`config.mk`:
```
export PLATFORM = sky130hd
export DESIGN_NAME = stg_wb
export DESIGN_NICKNAME = d
export VERILOG_FILES = /design/src/rtl/stg_wb.sv
export SDC_FILE = /design/constraint.sdc
export NUM_CORES = 1
export LEC_CHECK = 0
export CAP_MARGIN = 20
export CORE_AREA = 8 8 154 156
export CTS_BUF_LIST = sky130_fd_sc_hd__clkbuf_4 sky130_fd_sc_hd__clkbuf_8 sky130_fd_sc_hd__clkbuf_16
export DETAILED_ROUTE_END_ITERATION = 8
export DIE_AREA = 0 0 162 164
export HOLD_SLACK_MARGIN = 0.12
export PLACE_DENSITY = 0.83
export SLEW_MARGIN = 20
export SYNTH_ARGS = -nofsm -noshare
export SYNTH_HDL_FRONTEND = slang
export SYNTH_SLANG_ARGS = --single-unit
```
`constraint.sdc`:
```
create_clock -name iw_clk -period 2.9 [get_ports iw_clk]
set_input_delay 0.435 -clock iw_clk [delete_from_list [all_inputs] [get_ports iw_clk]]
set_output_delay 0.435 -clock iw_clk [all_outputs]
set_load 0.005 [all_outputs]
```
`src/rtl/stg_wb.sv`:
```
// ============================================================================
// Module   : stg_wb
// Brief    : Amber write-back stage. Drives the GP/SR/AR write ports and splits
//            48-bit pair writes into two GP writes. Optional macro
//            AMBER_WB_FWD_EN adds registered bypass copies of the write ports.
// Revision : 1.0 - initial release
// ============================================================================
`default_nettype none

`ifndef HBIT_ADDR
`define HBIT_ADDR 47
`endif
`ifndef HBIT_DATA
`define HBIT_DATA 23
`endif
`ifndef HBIT_OPC
`define HBIT_OPC 7
`endif
`ifndef HBIT_TGT_GP
`define HBIT_TGT_GP 3
`endif
`ifndef HBIT_TGT_SR
`define HBIT_TGT_SR 3
`endif
`ifndef HBIT_TGT_AR
`define HBIT_TGT_AR 3
`endif
`ifndef OPC_NOP
`define OPC_NOP 8'h00
`endif
`ifndef OPC_HALT
`define OPC_HALT 8'h3F
`endif

module stg_wb #(
    parameter int RETIRE_W     = 48,
    parameter int GP_PAIR_WRAP = 1
) (
    input  logic                    iw_clk,
    input  logic                    iw_rst,
    input  logic [`HBIT_ADDR:0]     iw_pc,
    input  logic [`HBIT_DATA:0]     iw_instr,
    input  logic [`HBIT_OPC:0]      iw_opc,
    input  logic [`HBIT_TGT_GP:0]   iw_tgt_gp,
    input  logic                    iw_tgt_gp_we,
    input  logic                    iw_tgt_gp_wide,
    input  logic [`HBIT_TGT_SR:0]   iw_tgt_sr,
    input  logic                    iw_tgt_sr_we,
    input  logic [`HBIT_TGT_AR:0]   iw_tgt_ar,
    input  logic                    iw_tgt_ar_we,
    input  logic [`HBIT_DATA:0]     iw_result,
    input  logic [`HBIT_ADDR:0]     iw_sr_result,
    input  logic [`HBIT_ADDR:0]     iw_ar_result,
    output logic                    ow_gp_we,
    output logic [`HBIT_TGT_GP:0]   ow_gp_addr,
    output logic [`HBIT_DATA:0]     ow_gp_wdata,
    output logic                    ow_sr_we,
    output logic [`HBIT_TGT_SR:0]   ow_sr_addr,
    output logic [`HBIT_ADDR:0]     ow_sr_wdata,
    output logic                    ow_ar_we,
    output logic [`HBIT_TGT_AR:0]   ow_ar_addr,
    output logic [`HBIT_ADDR:0]     ow_ar_wdata,
`ifdef AMBER_WB_FWD_EN
    output logic                    ow_fwd_gp_we,
    output logic [`HBIT_TGT_GP:0]   ow_fwd_gp_addr,
    output logic [`HBIT_DATA:0]     ow_fwd_gp_data,
    output logic                    ow_fwd_sr_we,
    output logic [`HBIT_TGT_SR:0]   ow_fwd_sr_addr,
    output logic [`HBIT_ADDR:0]     ow_fwd_sr_data,
    output logic                    ow_fwd_ar_we,
    output logic [`HBIT_TGT_AR:0]   ow_fwd_ar_addr,
    output logic [`HBIT_ADDR:0]     ow_fwd_ar_data,
`endif
    output logic                    ow_stall,
    output logic                    ow_halted,
    output logic [RETIRE_W-1:0]     ow_retired
);

    typedef enum logic [0:0] {
        WB_IDLE = 1'b0,
        WB_HI   = 1'b1
    } wb_state_t;

    localparam logic [`HBIT_TGT_GP:0] c_GP_TOP   = '1;
    localparam logic [`HBIT_TGT_GP:0] c_GP_ONE   = {{`HBIT_TGT_GP{1'b0}}, 1'b1};
    localparam logic [RETIRE_W-1:0]   c_RET_ONE  = {{(RETIRE_W-1){1'b0}}, 1'b1};

    wb_state_t                r_state;
    logic                     r_halted;
    logic [RETIRE_W-1:0]      r_retired;
    logic                     r_hi_we;
    logic [`HBIT_TGT_GP:0]    r_hi_addr;
    logic [`HBIT_DATA:0]      r_hi_data;

    logic                     r_gp_we;
    logic [`HBIT_TGT_GP:0]    r_gp_addr;
    logic [`HBIT_DATA:0]      r_gp_wdata;
    logic                     r_sr_we;
    logic [`HBIT_TGT_SR:0]    r_sr_addr;
    logic [`HBIT_ADDR:0]      r_sr_wdata;
    logic                     r_ar_we;
    logic [`HBIT_TGT_AR:0]    r_ar_addr;
    logic [`HBIT_ADDR:0]      r_ar_wdata;

    logic w_bubble;
    logic w_unused_ok;

    // pc/instr travel with the bundle for debug visibility only
    assign w_unused_ok = &{1'b0, iw_pc, iw_instr};

    assign w_bubble = (iw_opc == `OPC_NOP) && !iw_tgt_gp_we
                      && !iw_tgt_sr_we && !iw_tgt_ar_we;

    always_ff @(posedge iw_clk) begin
        if (!iw_rst) begin
            r_state    <= WB_IDLE;
            r_halted   <= 1'b0;
            r_retired  <= '0;
            r_hi_we    <= 1'b0;
            r_hi_addr  <= '0;
            r_hi_data  <= '0;
            r_gp_we    <= 1'b0;
            r_gp_addr  <= '0;
            r_gp_wdata <= '0;
            r_sr_we    <= 1'b0;
            r_sr_addr  <= '0;
            r_sr_wdata <= '0;
            r_ar_we    <= 1'b0;
            r_ar_addr  <= '0;
            r_ar_wdata <= '0;
        end else begin
            r_gp_we <= 1'b0;
            r_sr_we <= 1'b0;
            r_ar_we <= 1'b0;
            case (r_state)
                WB_IDLE: begin
                    if (!r_halted) begin
                        if (iw_tgt_gp_we) begin
                            r_gp_we   <= 1'b1;
                            r_gp_addr <= iw_tgt_gp;
                            if (iw_tgt_gp_wide) begin
                                r_gp_wdata <= iw_ar_result[`HBIT_DATA:0];
                                r_hi_data  <= iw_ar_result[`HBIT_ADDR:`HBIT_DATA+1];
                                r_hi_addr  <= iw_tgt_gp + c_GP_ONE;
                                // top register: high half wraps to GP0 or is dropped
                                r_hi_we    <= (GP_PAIR_WRAP != 0) || (iw_tgt_gp != c_GP_TOP);
                                r_state    <= WB_HI;
                            end else begin
                                r_gp_wdata <= iw_result;
                            end
                        end
                        if (iw_tgt_sr_we) begin
                            r_sr_we    <= 1'b1;
                            r_sr_addr  <= iw_tgt_sr;
                            r_sr_wdata <= iw_sr_result;
                        end
                        if (iw_tgt_ar_we) begin
                            r_ar_we    <= 1'b1;
                            r_ar_addr  <= iw_tgt_ar;
                            r_ar_wdata <= iw_ar_result;
                        end
                        if (!w_bubble) begin
                            r_retired <= r_retired + c_RET_ONE;
                        end
                        if (iw_opc == `OPC_HALT) begin
                            r_halted <= 1'b1;
                        end
                    end
                end
                WB_HI: begin
                    r_gp_we    <= r_hi_we;
                    r_gp_addr  <= r_hi_addr;
                    r_gp_wdata <= r_hi_data;
                    r_state    <= WB_IDLE;
                end
                default: r_state <= WB_IDLE;
            endcase
        end
    end

    assign ow_gp_we    = r_gp_we;
    assign ow_gp_addr  = r_gp_addr;
    assign ow_gp_wdata = r_gp_wdata;
    assign ow_sr_we    = r_sr_we;
    assign ow_sr_addr  = r_sr_addr;
    assign ow_sr_wdata = r_sr_wdata;
    assign ow_ar_we    = r_ar_we;
    assign ow_ar_addr  = r_ar_addr;
    assign ow_ar_wdata = r_ar_wdata;
    assign ow_stall    = (r_state == WB_HI);
    assign ow_halted   = r_halted;
    assign ow_retired  = r_retired;

`ifdef AMBER_WB_FWD_EN
    always_ff @(posedge iw_clk) begin
        if (!iw_rst) begin
            ow_fwd_gp_we   <= 1'b0;
            ow_fwd_gp_addr <= '0;
            ow_fwd_gp_data <= '0;
            ow_fwd_sr_we   <= 1'b0;
            ow_fwd_sr_addr <= '0;
            ow_fwd_sr_data <= '0;
            ow_fwd_ar_we   <= 1'b0;
            ow_fwd_ar_addr <= '0;
            ow_fwd_ar_data <= '0;
        end else begin
            ow_fwd_gp_we   <= r_gp_we;
            ow_fwd_gp_addr <= r_gp_addr;
            ow_fwd_gp_data <= r_gp_wdata;
            ow_fwd_sr_we   <= r_sr_we;
            ow_fwd_sr_addr <= r_sr_addr;
            ow_fwd_sr_data <= r_sr_wdata;
            ow_fwd_ar_we   <= r_ar_we;
            ow_fwd_ar_addr <= r_ar_addr;
            ow_fwd_ar_data <= r_ar_wdata;
        end
    end
`endif

endmodule

`default_nettype wire

```
* Word-level counts from Yosys, hierarchy flattened
Cells that the tools add are included.
** Storage, ports and cells
- Register bits after elaboration :: 214
- Bits of input ports :: 218
- Output and inout bits :: 185
- Word-level logic and storage cells :: 55
** Cells by class
- $add $sub $neg :: 2
- Equality and inequality tests :: 3
- Mux-type cells :: 18
- Bitwise gates (word level) :: 4
- Reduce and logical (&&, ||, !) cells :: 13
** Operators with widths (count)
- 2-to-1 mux 24 bit :: 3
- adder 48 x 1 -> 48 bit, second input constant :: 1
- case mux 24 bit (2 select lines) :: 1
- 2-to-1 mux 1 bit :: 9
- AND reduction 3 bit :: 3
- equality test 8 x 6 -> 1 bit, second input constant :: 1
- zero test 8 bit :: 1
- 2-to-1 mux 4 bit :: 2
- case mux 4 bit (2 select lines) :: 1
- adder 4 x 1 -> 4 bit, second input constant :: 1
- != test 2 bit, second input constant :: 2
- NOT 1 bit :: 4
- case mux 1 bit (2 select lines) :: 2
- AND reduction 4 bit :: 1
- logical AND 1 bit :: 3
- zero test 1 bit :: 3
- OR reduction 3 bit :: 1
- AND reduction 2 bit :: 1

* Depth between registers and ports, before layout
- Word-level depth :: 6
- Depth in mapped cells :: 8
- Gate-level depth less buffers :: 6

* Least setup slack after synthesis
OpenSTA, ideal clock, no wires.
- Path type :: register to register
- From :: register r_state, in the netlist ow_stall
- To :: register r_retired[30], in the netlist ow_retired[30]
- Library setup time :: 0.132 ns
- Arrival time :: 2.152 ns
- Required time :: 2.768 ns
- Setup slack :: 0.616 ns
- Stages on the path, launching flop included :: 9
- Path buffers :: 3
- Period minus slack after synthesis :: 2.284 ns
- Path through :: dfxtp_1 > buf_6 > or2_1 > or4_1 > or3_1 > buf_2 > buf_2 > o41ai_1 > a21oi_1
** Between the ends
- Cells in the longest elaborated chain, start to end :: 2
** Ends and longest elaborated chain
- start: declaration :: RTL line 88 : wb_state_t r_state;
- start signal: assignment :: RTL line 116 : r_state <= WB_IDLE;
- start signal: assignment :: RTL line 147 : r_state <= WB_HI;
- start signal: assignment :: RTL line 174 : r_state <= WB_IDLE;
- NOT 1 bit (no source line)
- AND reduction 3 bit (no source line)
- end signal: assignment :: RTL line 163 : r_retired <= r_retired + c_RET_ONE;
- end: declaration :: RTL line 90 : logic [RETIRE_W-1:0] r_retired;
No other way between the ends.
A chain may end at the register's enable or synchronous reset.

* Final worst setup path
- From :: register r_retired[0], in the netlist ow_retired[0]
- To :: register r_retired[30], in the netlist ow_retired[30]
** Between the ends
- Cells in the longest elaborated chain, start to end :: 1
** Ends and longest elaborated chain (RTL line)
- adder 48 x 1 -> 48 bit :: 163
No other way between the ends.

==> impl_metrics.ini <==
[yosys]
netlist.top_cell.by_area = dfxtp_1
synth_cell_types = 42
synth_nets = 1291
syn_area_sq_mm = 0.00852
synth.most_common_cell = nand2_1
synth_edf_count = 0
synth_flop_cell = dfxtp_1
synth_area_per_cell_sq_um = 7.95
synth_top_area_share = 0.503
yosys_warnings = 0
synthCells = 1071
ys_seq_area_frac = 0.503
ys_top_cells_by_count = nand2_1, dfxtp_1, a21oi_1, nor2_1, clkbuf_1
ys_ff_latch = 214
synthArstFlopShare = 0
ys_top_cells_by_area = dfxtp_1, nand2_1, a21oi_1, nor2_1, mux2i_1

[setup_path]
critPathKind = reg2reg
setup.worst_path.end_class = register
slowest_stage = or3_1
cp_max_fo = 20
crit_chain = ha_1, nand3_1, or4_1, or3_1, or4b_1, a21oi_1
max_stage_delay_ns = 0.60
arrival_ns = 3.04
critPathTopFamily = simple AND/OR/NAND/NOR gates
startpoint_type = register
critPathBufInv = 0
cp.required_ns = 3.33

[global_routing]
met2_usage = 0.351
grt-ovfl-total = 0
use_met3 = 0.0544
grt_first_pass_wirelength_um = 44600
grt_use_met1 = 0.235
grt_max_degree = 72
busiest_layer = met2
antenna_found_initial = 0
grt_usage = 0.203
grt_pass1_vias = 8356

[clock_network]
clkTransAtPathRegs_ns = 0.06
cts_resized = 0
cts_buffers = 24
root_buffer = clkbuf_16
clkSinkCount = 214
clockBufferDepth = 3
cts-htree-levels = 1
clock_latency_ns = 0.51
cts_tree = built
post_cts_buffers = 0
hold_buffers = 0

[die]
io-pin-count = 403
start_util = 0.399
fp-row-count = 54
dieArea_sq_mm = 0.0266
die_h_um = 164
core_area_sq_mm = 0.0214
die_width_um = 162

[detailed_routing]
viasPerCell = 5.19
drtIter0Drc = 553
dr_total_vias = 8665
wl_um = 28700
wl_per_cell_um = 17.2
detail_route.first_pass.iterations = 5
drtAntennaViolNets = 0
drc = 0

[final_layout]
drive_gt1_frac = 0.0555
design_area_sq_mm = 0.0130
insertedDiodeCount = 0
fillers = 1825
nets = 1592
areaGrowthSynthToFinish_pct = 52.3

[timing]
slew_violations = 0
fmax_mhz = 383
rsz0062_at_grt = false
max_slew_margin = 0.326
skew_ns = 0.0106
fin_tns_setup_ns = 0
period_share = 0.901
fin_crit_ns = 2.61
hold_slack_ns = 0.450
setup_slack_ns = 0.287
tightest_slew_ns = 1.00
finalSetupViolations = 0
final_hold_viol_count = 0

[pwr]
p_leak_nw = 4.72
peakVddDrop_v = 0.000481
powerDensity_mw_per_mm2 = 560
power_mw = 7.26

[placed_design]
postPlaceCellArea_sq_mm = 0.0121
hpwl_um = 20500
gp_congestion = 0.835
port_buffers = 330
dpl_worst_slack_ns = 0.106

[run]
cap_viol_max_count = 0

[status]
status = completed

[hold_path]
hold_path.class = reg2reg
## worst paths after layout
path | startpoint | endpoint | slack [ns] | depth (start not counted)
min | ow_ar_wdata[39] | ow_ar_wdata[39] | 0.45 | 2
min reg2reg | ow_ar_wdata[39] | ow_ar_wdata[39] | 0.45 | 2
max | ow_retired[0] | ow_retired[30] | 0.29 | 6
max reg2reg | ow_retired[0] | ow_retired[30] | 0.29 | 6
## sequential cells by signal, indices dropped and copies added, names as in the netlist, 4 cells and up
name / cells
ow_ar_wdata: 48
ow_retired: 48
ow_sr_wdata: 48
ow_gp_wdata: 24
r_hi_data: 24
ow_ar_addr: 4
ow_gp_addr: 4
ow_sr_addr: 4
r_hi_addr: 4
## final cells by class
type / count / area (sq um) / share of cell area
sequential: 214 / 4290 / 0.330
multi-input combinational: 773 / 3920 / 0.302
timing repair buffer: 352 / 3550 / 0.274
clock buffer: 33 / 699 / 0.0539
tap: 280 / 350 / 0.0270
clock inverter: 9 / 138 / 0.0106
inverter: 7 / 31.3 / 0.00241
## per-layer routing
metal	part of all wire	up-vias
li1	-	4238
met1	0.40	4038
met2	0.49	325
met3	0.078	64
met4	0.038	0
met5	0	-
## through the flow
step	instances	utilization
3_3_place_gp	1626	0.569
5_1_grt	1668	0.608
3_5_place_dp	1626	0.569
6_report	1668	0.608
2_1_floorplan	1071	-
4_1_cts	1668	0.608
## tightest hold or removal path, stage by stage, from the launching register on
cell and delay, ns:
dfxtp_1 0.30, nand2_1 0.05, a21oi_1 0.05
## layout by cell type (no fill, tap or decap), types with 4 or more instances in the layout
cell type	instances
nor3_1	9
nand2_1	282
dfxtp_1	213
buf_12	7
clkbuf_16	24
o31ai_1	4
clkdlybuf4s50_1	329
xnor2_1	16
and4_1	4
o21ai_0	16
a21oi_1	183
or3_1	16
nand4_1	11
or4_1	7
a211oi_1	27
and3_1	6
xor2_1	5
clkbuf_8	5
nor4_1	13
mux2i_1	32
nor2_1	88
clkbuf_4	4
buf_4	15
inv_1	6
nand3_1	19
## power by group
group          leakage [nW]  switching, mW  internal (mW)
clock                 0.416           1.20           1.96
combinational          2.55          0.422          0.527
sequential             1.75         0.0720           3.08
total                  4.72           1.70           5.57
## cells by family after synthesis
logic type / count (synthesis) / synth area share
multiplexers: 32 / 0.0376
AND/OR/NAND/NOR: 479 / 0.244
flip-flops: 214 / 0.503
buffers and inverters: 84 / 0.0383
adder cells (fa/ha/maj): 2 / 0.00294
XOR/XNOR: 21 / 0.0216
AO/OA/AOI/OAI: 239 / 0.153
Power figures use the tool's default switching activity.
